**src/rtl/level_loader_pkg.sv**
```systemverilog
// Shared defaults, encodings and FSM state type for the brick-field level loader.
package level_loader_pkg;

  localparam int unsigned DefaultBrickNum  = 40;
  localparam int unsigned DefaultColsLog2  = 3;
  localparam int unsigned DefaultBrickW    = 20;
  localparam int unsigned DefaultBrickH    = 10;
  localparam int unsigned DefaultXOrg      = 0;
  localparam int unsigned DefaultYOrg      = 0;
  localparam int unsigned DefaultDrawDelay = 16;
  localparam int unsigned DefaultNumLevels = 4;
  localparam int unsigned DefaultLvlW      = 2;

  localparam int unsigned IdxW   = 10;
  localparam int unsigned CoordW = 12;

  // Fixed layout of the level table contents: 40 bricks, 8 per row.
  localparam int unsigned RomBricks   = 40;
  localparam int unsigned RomColsLog2 = 3;

  typedef enum logic [1:0] {
    HealthEmpty  = 2'd0,
    HealthWeak   = 2'd1,
    HealthMid    = 2'd2,
    HealthStrong = 2'd3
  } health_e;

  typedef enum logic [2:0] {
    StIdle,
    StPrep,
    StDraw,
    StLoad,
    StDone
  } state_e;

endpackage

```
**src/rtl/level_rom.sv**
```systemverilog
// Initial brick health per level; indices outside the table and unknown levels read empty.
module level_rom
  import level_loader_pkg::*;
#(
  parameter int unsigned LVL_W = DefaultLvlW
) (
  input  logic [LVL_W-1:0] lvl,
  input  logic [IdxW-1:0]  idx,
  output logic [1:0]       health
);

  int unsigned lvl_n;
  int unsigned row;
  int unsigned row_mod3;

  always_comb begin
    health   = HealthEmpty;
    lvl_n    = 32'(lvl);
    row      = 32'(idx >> RomColsLog2);
    row_mod3 = row % 3;
    if (32'(idx) < RomBricks) begin
      case (lvl_n)
        0: health = 2'(row_mod3 + 1);
        // Bricks 5..7 left empty to exercise the skip path.
        1: health = (idx >= 10'd5 && idx <= 10'd7) ? HealthEmpty : HealthMid;
        2: health = 2'(3 - row_mod3);
        3: health = idx[0] ? HealthEmpty : HealthWeak;
        default: health = HealthEmpty;
      endcase
    end
  end

endmodule

```
**src/rtl/level_loader.sv**
```systemverilog
// Walks every brick of the selected level, strobing a draw request, dwelling, then writing
// the brick's address, pixel position and initial health to brick memory.
module level_loader
  import level_loader_pkg::*;
#(
  parameter int unsigned BRICK_NUM  = DefaultBrickNum,
  parameter int unsigned COLS_LOG2  = DefaultColsLog2,
  parameter int unsigned BRICK_W    = DefaultBrickW,
  parameter int unsigned BRICK_H    = DefaultBrickH,
  parameter int unsigned X_ORG      = DefaultXOrg,
  parameter int unsigned Y_ORG      = DefaultYOrg,
  parameter int unsigned DRAW_DELAY = DefaultDrawDelay,
  parameter int unsigned NUM_LEVELS = DefaultNumLevels,
  parameter int unsigned LVL_W      = DefaultLvlW,
  parameter bit          SKIP_EMPTY = 1'b1
) (
  input  logic             clk,
  input  logic             resetn,
  input  logic             start,
  input  logic [LVL_W-1:0] level,
  output logic             busy,
  output logic             done,
  output logic             load,
  output logic             we,
  output logic [9:0]       address,
  output logic [9:0]       x_out,
  output logic [9:0]       y_out,
  output logic [1:0]       health
);

  localparam int unsigned DlyW = $clog2(DRAW_DELAY + 1);

  state_e              state_q, state_d;
  logic [IdxW-1:0]     idx_q, idx_d;
  logic [LVL_W-1:0]    lvl_q, lvl_d, lvl_sel;
  logic [DlyW-1:0]     dly_q, dly_d;
  logic                skip;
  logic [CoordW-1:0]   x_full, y_full;

  level_rom #(
    .LVL_W(LVL_W)
  ) u_level_rom (
    .lvl   (lvl_q),
    .idx   (idx_q),
    .health(health)
  );

  assign skip    = SKIP_EMPTY && (health == HealthEmpty);
  // Out-of-range level selects fall back to level 0.
  assign lvl_sel = (32'(level) < NUM_LEVELS) ? level : '0;

  always_comb begin
    x_full = CoordW'(X_ORG + 32'(idx_q[COLS_LOG2-1:0]) * BRICK_W);
    y_full = CoordW'(Y_ORG + 32'(idx_q >> COLS_LOG2) * BRICK_H);
  end

  assign address = idx_q;
  assign x_out   = x_full[9:0];
  assign y_out   = y_full[9:0];

  always_ff @(posedge clk) begin
    if (!resetn) begin
      state_q <= StIdle;
      idx_q   <= '0;
      lvl_q   <= '0;
      dly_q   <= '0;
    end else begin
      state_q <= state_d;
      idx_q   <= idx_d;
      lvl_q   <= lvl_d;
      dly_q   <= dly_d;
    end
  end

  always_comb begin
    state_d = state_q;
    idx_d   = idx_q;
    lvl_d   = lvl_q;
    dly_d   = dly_q;
    busy    = 1'b0;
    done    = 1'b0;
    load    = 1'b0;
    we      = 1'b0;
    unique case (state_q)
      StIdle, StDone: begin
        done = (state_q == StDone);
        if (start) begin
          state_d = StPrep;
          idx_d   = '0;
          lvl_d   = lvl_sel;
          dly_d   = '0;
        end
      end
      StPrep: begin
        busy    = 1'b1;
        dly_d   = '0;
        load    = !skip;
        state_d = skip ? StLoad : StDraw;
      end
      StDraw: begin
        busy  = 1'b1;
        dly_d = dly_q + 1'b1;
        if (dly_q == DlyW'(DRAW_DELAY - 1)) begin
          state_d = StLoad;
        end
      end
      StLoad: begin
        busy = 1'b1;
        // Empty bricks are written too so stale RAM contents clear.
        we   = 1'b1;
        if (idx_q == IdxW'(BRICK_NUM - 1)) begin
          state_d = StDone;
        end else begin
          idx_d   = idx_q + 1'b1;
          state_d = StPrep;
        end
      end
      default: state_d = StIdle;
    endcase
  end

endmodule

```
**config.mk**
```make
export PLATFORM = sky130hd
export DESIGN_NAME = level_loader
export DESIGN_NICKNAME = d
export VERILOG_FILES = /design/src/rtl/level_loader_pkg.sv /design/src/rtl/level_rom.sv /design/src/rtl/level_loader.sv
export SDC_FILE = /design/constraint.sdc
export NUM_CORES = 1
export LEC_CHECK = 0
export CAP_MARGIN = 40
export CORE_ASPECT_RATIO = 1.4
export CORE_MARGIN = 2
export CORE_UTILIZATION = 49
export DETAILED_ROUTE_END_ITERATION = 8
export PLACE_DENSITY = 0.78
export SETUP_SLACK_MARGIN = 0.05
export SLEW_MARGIN = 20
export SYNTH_ARGS = -nofsm -noshare
export SYNTH_HDL_FRONTEND = slang
export SYNTH_HIERARCHICAL = 1
export SYNTH_SLANG_ARGS = --single-unit
export TNS_END_PERCENT = 20
```
**constraint.sdc**
```tcl
create_clock -name clk -period 5.67 [get_ports clk]
set_input_delay 1.4175 -clock clk [delete_from_list [all_inputs] [get_ports clk]]
set_output_delay 1.4175 -clock clk [all_outputs]
set_load 0.01 [all_outputs]
```
### Word level (Yosys, flattened, before mapping)

Cells that the tools add are included.

| cells by class | value |
|---|---|
| $add $sub $neg | 4 |
| $mul | 2 |
| div/mod/pow operators | 1 |
| $lt $le $gt $ge | 3 |
| equal/unequal tests | 12 |
| multiplexer cells | 18 |
| reduce and logical (&&, ||, !) cells | 13 |

Operator list:

| operator | number |
|---|---|
| 7-bit by 2-bit modulo with 32-bit output, second input constant | 1 |
| 10-bit two-way mux | 2 |
| 10-bit one-hot mux with 2 select lines | 1 |
| 5-bit one-hot mux with 3 select lines | 1 |
| 3-bit one-hot mux with 4 select lines | 1 |
| 10-bit by 1-bit adder with 10-bit output, second input constant | 1 |
| 10-bit by 6-bit equality test with 1-bit output, second input constant | 1 |
| 10-bit by 3-bit >= comparator with 1-bit output, second input constant | 1 |
| 10-bit by 3-bit <= comparator with 1-bit output, second input constant | 1 |
| 10-bit by 6-bit less-than comparator with 1-bit output, second input constant | 1 |
| 7-bit by 3-bit multiplier with 9-bit output, second input constant | 1 |
| 3-bit two-way mux | 3 |
| 2-bit one-hot mux with 4 select lines | 1 |
| 3-bit by 2-bit equality test with 1-bit output, second input constant | 2 |
| 3-bit by 3-bit multiplier with 6-bit output, second input constant | 1 |
| 1-bit two-way mux | 6 |
| 2-bit != test, second input constant | 3 |
| 2-bit AND reduction | 3 |
| 5-bit by 1-bit adder with 5-bit output, second input constant | 1 |
| 5-bit by 4-bit equality test with 1-bit output, second input constant | 1 |
| 5-bit two-way mux | 1 |
| 2-bit equality test, second input constant | 2 |
| 2-bit logical NOT | 2 |
| 2-bit two-way mux | 2 |
| 13 further kinds | 13 |

| word-level totals | value |
|---|---|
| register bits | 20 |
| bits of input ports | 5 |
| output and inout bits | 36 |
| word-level logic and storage cells | 57 |

### Depth between registers and ports, before layout

Gate-level depths: netlist of the first run.

| depth | value |
|---|---|
| depth after elaboration | 8 |
| gate-level depth with buffers | 22 |
| gate-level depth less buffers | 20 |

### Hierarchy

Netlist of the first run, hierarchy kept.

Modules (own cells, without submodules):

| module | times used | cells an instance | area each (um^2) | seq. area each (um^2) |
|---|---|---|---|---|
| level_loader | 1 | 177 | 1498.9 | 400.4 |
| level_rom | 1 | 115 | 804.5 | 0.0 |

### Worst setup path before layout of the first run

No wires, ideal clock.

| path | value |
|---|---|
| path type | register -> output |
| start | register idx_q[8], in the netlist address[8] |
| end | output port load |
| arrival time | 4.456 ns |
| data required time | 4.253 ns |
| path slack | -0.204 ns |
| stages on the path, launching flop included | 22 |
| path buffers | 2 |
| path through | dfxtp_1 > buf_6 > buf_2 > ha_1 > and3b_1 > a221oi_2 > nand2_2 > nor3_1 > a21oi_1 > ha_1 > nor2_1 > nand3_1 > mux2i_1 > inv_1 > ha_1 > a2111o_1 > a221oi_4 > mux2i_1 > xor2_1 > a21o_1 > nor2_1 > nor4b_1 |

| on the way | value |
|---|---|
| cells in the longest elaborated chain, start to end | 8 |
| elaborated cells between the ends (all ways) | 13 |

RTL lines:

| item | RTL line | RTL |
|---|---|---|
| from (decl) | level_loader.sv:34 | `logic [IdxW-1:0] idx_q, idx_d;` |
| from (signal assigned) | level_loader.sv:69 | `idx_q <= idx_d;` |
| parallel branches: the longest is 4 deep, another holds 7-bit by 2-bit modulo with 32-bit output | -- |  |
| 2-bit two-way mux * | level_rom.sv:21 | `if (32'(idx) < RomBricks) begin` |
| named net health[1] | level_loader.sv:28 | `output logic [1:0] health` |
| 2-bit logical NOT * | level_loader.sv:48 | `assign skip = SKIP_EMPTY && (health == HealthEmpty);` |
| 1-bit logical NOT * | level_loader.sv:97 | `load = !skip;` |
| 1-bit two-way mux * | level_loader.sv:84 | `unique case (state_q)` |
| to (decl) | level_loader.sv:23 | `output logic load,` |

Mark *: on every way through the listed nets, which the timed path passes.

### Final worst setup path of the first run

| path | value |
|---|---|
| start | register idx_q[8], in the netlist address[8] |
| end | output port load |

| on the way | value |
|---|---|
| cells in the longest elaborated chain, start to end | 8 |
| elaborated cells between the ends (all ways) | 13 |

RTL lines:

| item | RTL line |
|---|---|
| parallel branches: the longest is 4 deep, another holds 7-bit by 2-bit modulo with 32-bit output | -- |
| 2-bit two-way mux * | level_rom.sv:21 |
| 2-bit logical NOT * | level_loader.sv:48 |
| 1-bit logical NOT * | level_loader.sv:97 |
| 1-bit two-way mux * | level_loader.sv:84 |

Every way passes the cells marked *.

==> results.cfg, run 1 <==
[drt]
routedWlPerCell_um = 15.1
viasPerCell = 5.91
pre_antenna_drt_iters = 5
routed_wl_um = 6090
via_count = 2375
route.detailed.drc = 0
detailedRoute.firstIterationViolations = 123
final_antenna_net_count = 0

[timing]
rsz0062_at_grt = yes
final-hold-violation-count = 0
worst_pin_slew_ns = 0.551
worst_slew_margin_rel_pct = 63.3
fmax_mhz = 182
clock-skew-final_ns = 0.00340
timing.final.max_slew_violations = 0
period_share_pct = 96.8
fin_crit_ns = 5.49
finalSetupViolations = 0

[pwr]
irDropWorstVdd_mv = 0.138
static-leakage-power_uw = 0.00127
powerDensity_nw_per_um2 = 114

[global_route]
grt.met2_usage_pct = 42.9
grtUsageMet1_pct = 30.0
grt_max_degree = 23
grt_antenna_before_repair = 0
global_route.overflow_total = 0
grt.met3_usage_pct = 1.68
global_router_s_overall_resource_usage_pct = 24.2
gr-max-usage-layer = met2
global_route_wire_length_before_repair_um = 10200
via_count_of_the_first_global_routing_pass = 2339

[clocking]
cts_tree = done
cts_max_path_buffers = 2
cts_max_level = 1
clockRootBuffer = sky130_fd_sc_hd__clkbuf_8
number_of_cts_inserted_buffers = 3
clock_sinks = 20
hold_buffers = 0
clock_insertion_delay_worst_skew_ns = 0.26
clkSlewWorstSetupHoldPaths_ns = 0.07

[place]
post-dp-hpwl_um = 4640
placement.cell_area_um2 = 2840
globalplace.congestion = 0.979
buffer_ports.inserted = 35

[setup_path]
critical_path.endpoint_type = primary output
r2r_slack_ns = 1.71
cp_data_required_time_ns = 4.25
worstPathArrival_ns = 4.07
crit_buf_inv = 4
startpoint = address[8]
r2r-start = address[8]
critPathKind = flip-flop to primary output
critical_path.cell_chain = ha_4 > and3b_1 > a221oi_2 > nand2_2 > nor3_2 > a21oi_1 > ha_2 > nor2_4 > buf_4 > inv_1 > o311a_1 > a2111o_1 > a221oi_4 > buf_6 > xor2_1 > o21ai_1 > nor2_2 > nor2_2 > nor4b_2 > buf_2
worstSetupEndpoint = load
timing.critical_path.slowest_stage_cell = sky130_fd_sc_hd__a2111o_1
top_family_by_delay_on_critical_path = compound AO/OA/AOI/OAI gates
timing.critical_path.from_type = flip-flop
reg2reg_to = state_q[0]
worst_path_most_repeated_cell = sky130_fd_sc_hd__nor2_2
critPathMaxFanout = 6
critical_path_depth = 20
reg2reg_depth = 19
cpPeakStageDelay_ns = 0.42

[logic_synthesis]
ys_seq_elements = 20
synth_cells = 292
synth_top_flop_cell = sky130_fd_sc_hd__dfxtp_1
synth_area_per_cell_um2 = 7.89
seq_area_frac_synth_pct = 17.4
syn_area_um2 = 2300
syn_warnings = 6
synth.lib_cells_used.distinct = 77
post_synth_main_area_contributors = sky130_fd_sc_hd__dfxtp_1, sky130_fd_sc_hd__ha_1, sky130_fd_sc_hd__a21oi_1
postSynth.asyncResetShare_pct = 0
most_common_library_cells_after_synthesis = sky130_fd_sc_hd__a21oi_1, sky130_fd_sc_hd__dfxtp_1, sky130_fd_sc_hd__ha_1, sky130_fd_sc_hd__nor2_1
synth-edff-count = 0
synth.top_cell.area_share_pct = 17.4
synth_largest_area_cell = sky130_fd_sc_hd__dfxtp_1

[finish]
layout-drive-gt1-share_pct = 20.3
layout-area-overhead-vs-synth_pct = 26.0
postLayoutCoreUtil_pct = 64.0
finalInstanceArea_um2 = 2900
antenna-diode-count = 0
finalNetCount = 367

[min_path]
timing.hold.worst.class = flip-flop to flip-flop

[floorplan]
chipWidth_um = 61.9
start_util_pct = 50.8
core-area_um2 = 4540
num_rows = 29
floorplan.io_pins = 41
floorplan.die.height_um = 85.1
die_area_um2 = 5270

[flow_run]
max_cap_viol = 0

[outcome]
status = completed
-- flip-flops by register name, indices dropped and copies added, names as in the netlist --
register / cells
address: 10
dly_q: 5
state_q: 3
lvl_q: 2
-- tightest hold or removal path, delay by kind of cell, from the launching register on --
kind / cells / cell delay [ns]
flip-flops: 1 / 0.34
AO/OA/AOI/OAI: 1 / 0.07
AND/OR/NAND/NOR: 1 / 0.07
-- cells by family after synthesis --
group                      share of synthesized area [%]
AOI/OAI and AO/OA                                   26.8
xor gates and xnor gates                            2.66
adders and majority gates                           11.2
buffers and inverters                               9.67
DFF                                                 17.4
muxes                                               1.30
other                                              0.163
and+or+nand+nor                                     30.8
-- through the flow --
step	hold WS [ns]	TNS [ns]	setup slack, ns	power, uW	std cells
2_1_floorplan	0.454	0	0.0699	217	296
3_3_place_gp	0.466	0	0.0261	239	399
3_5_place_dp	0.483	-0.0349	-0.0349	240	399
4_1_cts	0.501	-0.0620	-0.0620	330	402
5_1_grt	0.539	-0.0497	-0.0497	345	402
6_report	0.503	0	0.180	330	402
-- how the worst min path moves through the flow --
| stage | depth (start not counted) | startpoint | to | slack, ns |
|---|---|---|---|---|
| after floorplan | 2 | dly_q[4] | dly_q[4] | 0.45 |
| after global placement | 2 | dly_q[4] | dly_q[4] | 0.47 |
| after detailed placement | 2 | dly_q[4] | dly_q[4] | 0.48 |
| after CTS | 2 | dly_q[4] | dly_q[4] | 0.50 |
| after global routing | 2 | dly_q[2] | dly_q[2] | 0.54 |
| final | 2 | dly_q[4] | dly_q[4] | 0.50 |
-- final cells by class --
class | instances | area [um2]
timing repair buffer | 64 | 562
inverter | 18 | 72.6
multi-input combinational | 235 | 1750
sequential | 20 | 404
fill | 407 | 1630
tap | 62 | 77.6
clock buffer | 3 | 41.3
-- where the power goes --
| part | total (uW) | internal (uW) | switching [uW] |
|---|---|---|---|
| Sequential | 159 | 146 | 13.2 |
| Clock | 94.0 | 47.4 | 46.6 |
| Combinational | 76.6 | 34.0 | 42.6 |
-- layout by cell type (no fill, tap or decap), types with 5 or more instances in the layout --
master                             n
sky130_fd_sc_hd__dfxtp_1          17
sky130_fd_sc_hd__clkdlybuf4s50_1  32
sky130_fd_sc_hd__buf_4            28
sky130_fd_sc_hd__nand4_1           5
sky130_fd_sc_hd__nor3_1            8
sky130_fd_sc_hd__ha_1             16
sky130_fd_sc_hd__nand3_1          13
sky130_fd_sc_hd__a21o_1            5
sky130_fd_sc_hd__nor2_1           16
sky130_fd_sc_hd__inv_1            17
sky130_fd_sc_hd__o21ai_0          14
sky130_fd_sc_hd__nand2_1          17
sky130_fd_sc_hd__nor2b_1           7
sky130_fd_sc_hd__a21oi_1          20
sky130_fd_sc_hd__conb_1            5
-- routing by layer --
layer	part of all wire, %	vias up	routed length (um)
met5	0	-	0
met4	2.1	0	127
met3	2.3	13	142
met2	52	55	3170
met1	44	1134	2650
li1	-	1173	-
-- repair_timing --
item	CTS	global route
buffers inserted	0	0
setup endpoints to repair	3	3
endpoints found under the hold margin	0	0
pin swaps	1	9
resized for setup	4	16
Power figures use the tool's default switching activity.
==> run 2: changes to the inputs <==
--- a/config.mk
+++ b/config.mk
@@ -10,6 +10,8 @@
 export CORE_MARGIN = 2
 export CORE_UTILIZATION = 49
 export DETAILED_ROUTE_END_ITERATION = 8
+export GPL_TIMING_DRIVEN = 0
+export MAX_ROUTING_LAYER = met4
 export PLACE_DENSITY = 0.78
 export SETUP_SLACK_MARGIN = 0.05
 export SLEW_MARGIN = 20
==> run 2 against run 1 <==
Flip-flop and latch count is the same. Count of clock-buffer cells in the layout stayed put. Largest power group unchanged. Sequential power is 5% lower. Global-route usage is 1.3 points higher. Cell area is 2.2% higher. Die area unchanged. Non-clock buffer count is 8 higher. Final cell count increased by 2.0%. Register-to-register slack lost 0.33 ns. Worst setup slack got worse by 0.17 ns. Critical path type unchanged. Sequential share of layout area shrank 0.083 points. Critical path depth unchanged.
==> results.cfg, run 2 (synthesized netlist as in run 1, its figures left out) <==
[outcome]
status = completed

[global_route]
global_route.overflow_total = 0
grt_max_degree = 17
grt_antenna_before_repair = 0
via_count_of_the_first_global_routing_pass = 2312
global_route_wire_length_before_repair_um = 10500
global_router_s_overall_resource_usage_pct = 25.5

[setup_path]
r2r-start = address[8]
critPathKind = flip-flop to primary output
worstPathArrival_ns = 4.24
timing.critical_path.from_type = flip-flop
r2r_slack_ns = 1.38
critical_path.endpoint_type = primary output
cp_data_required_time_ns = 4.25
critPathMaxFanout = 4
reg2reg_depth = 21
reg2reg_to = state_q[0]

[drt]
via_count = 2388
viasPerCell = 5.82
detailedRoute.firstIterationViolations = 133
routedWlPerCell_um = 14.9
route.detailed.drc = 0
pre_antenna_drt_iters = 4
final_antenna_net_count = 0
routed_wl_um = 6100

[min_path]
worst_hold_startpoint = dly_q[4]
hold_path_end = dly_q[4]
hold-path-cell-count = 2
timing.hold.worst.class = flip-flop to flip-flop

[clocking]
clock_sinks = 20
number_of_cts_inserted_buffers = 3
cts_max_path_buffers = 2
clockRootBuffer = sky130_fd_sc_hd__clkbuf_8
clkSlewWorstSetupHoldPaths_ns = 0.07
cts_max_level = 1
cts_tree = done
clock_insertion_delay_worst_skew_ns = 0.26

[finish]
num-fill-cells = 421
finalNetCount = 375
layout-drive-gt1-share_pct = 21.8
largest_register_ffs = 10
postLayoutCoreUtil_pct = 65.4
seqCellArea_um2 = 410
layout_common_cells = sky130_fd_sc_hd__clkdlybuf4s50_1, sky130_fd_sc_hd__buf_4, sky130_fd_sc_hd__a21oi_1
mostFrequentLayoutCell = sky130_fd_sc_hd__clkdlybuf4s50_1
area_of_combinational_cells_with_multiple_inputs_um2 = 1770
antenna-diode-count = 0
layout-area-overhead-vs-synth_pct = 28.7

[floorplan]
floorplan.die.height_um = 85.1
die_area_um2 = 5270
chipWidth_um = 61.9
core-area_um2 = 4540
num_rows = 29
floorplan.io_pins = 41
start_util_pct = 50.8

[pwr]
irDropWorstVdd_mv = 0.168
powerDensity_nw_per_um2 = 115
static-leakage-power_uw = 0.00131
p_total_uw = 340

[timing]
period_share_pct = 99.8
timing.final.max_slew_violations = 0
finalSetupViolations = 0
fmax_mhz = 177
final-hold-violation-count = 0
fin_crit_ns = 5.66
rsz0062_at_grt = yes
worst_pin_slew_ns = 0.689
worst_slew_margin_rel_pct = 54.0
clock-skew-final_ns = 0.00129

[flow_run]
max_cap_viol = 0

[place]
globalplace.congestion = 0.903
buffer_ports.inserted = 34
post-dp-hpwl_um = 4200
## run 2: what timing repair did
item,in CTS,in global routing
endpoints found under the setup margin,3,3
buffers inserted,14,2
gates resized for setup,18,7
pin swaps,7,4
hold buffers,0,0
## run 2: cell type report
class	instances	area share, %
Clock buffer	3	1.39
Tap cell	62	2.62
Inverter	18	2.45
Multi-Input combinational cell	235	59.7
Timing Repair Buffer	50	15.4
Sequential cell	20	13.8
Buffer	22	4.68
## run 2: layer usage
layer	global-route usage, %	vias to the layer above	part of all wire [%]
met5	-	-	0
met4	6.19	0	1.1
met3	1.98	9	4.5
met2	43.3	85	51
met1	31.8	1105	43
li1	-	1189	-
## run 2: power breakdown
group,total (uW),switching [uW],internal [uW],leakage (uW)
logic,95.7,52.6,43.1,0.00113
registers,151,6.22,145,0.000165
clock network,93.3,46.0,47.3,0.0000216
## run 2: per-stage QoR
stage,std cells,instance area (um2),TNS [ns],hold slack (ns),worst slack (ns)
2_1_floorplan,296,2340,0,0.454,0.0699
3_3_place_gp,392,2760,-1.34,0.468,-0.720
3_5_place_dp,392,2760,-1.39,0.481,-0.743
4_1_cts,408,2930,-0.0202,0.498,-0.0202
5_1_grt,410,2970,-0.479,0.524,-0.251
6_report,410,2970,0,0.489,0.0100
## run 2: worst max path at each step
stage | startpoint | depth (start not counted) | to | slack (ns)
2_1_floorplan | address[8] | 21 | load | 0.07
3_3_place_gp | address[8] | 22 | load | -0.72
3_5_place_dp | address[8] | 22 | load | -0.74
4_1_cts | address[8] | 21 | load | -0.02
5_1_grt | address[8] | 22 | load | -0.25
6_report | address[8] | 20 | load | 0.01
## run 2: worst max-delay path, stage by stage (launching register included)
cell and delay, ns:
sky130_fd_sc_hd__dfxtp_4 0.35, sky130_fd_sc_hd__buf_2 0.13, sky130_fd_sc_hd__ha_4 0.26, sky130_fd_sc_hd__and4b_2 0.24, sky130_fd_sc_hd__o21ai_0 0.24, sky130_fd_sc_hd__and2_1 0.23
sky130_fd_sc_hd__a21oi_2 0.07, sky130_fd_sc_hd__ha_2 0.21, sky130_fd_sc_hd__nor2_4 0.10, sky130_fd_sc_hd__nand3_2 0.11, sky130_fd_sc_hd__mux2i_2 0.21, sky130_fd_sc_hd__inv_1 0.07
sky130_fd_sc_hd__ha_1 0.17, sky130_fd_sc_hd__a2111o_1 0.38, sky130_fd_sc_hd__a221oi_4 0.22, sky130_fd_sc_hd__mux2i_1 0.25, sky130_fd_sc_hd__xor2_1 0.16, sky130_fd_sc_hd__a21o_1 0.16
sky130_fd_sc_hd__nor2_1 0.06, sky130_fd_sc_hd__nor4b_2 0.19, sky130_fd_sc_hd__buf_2 0.16
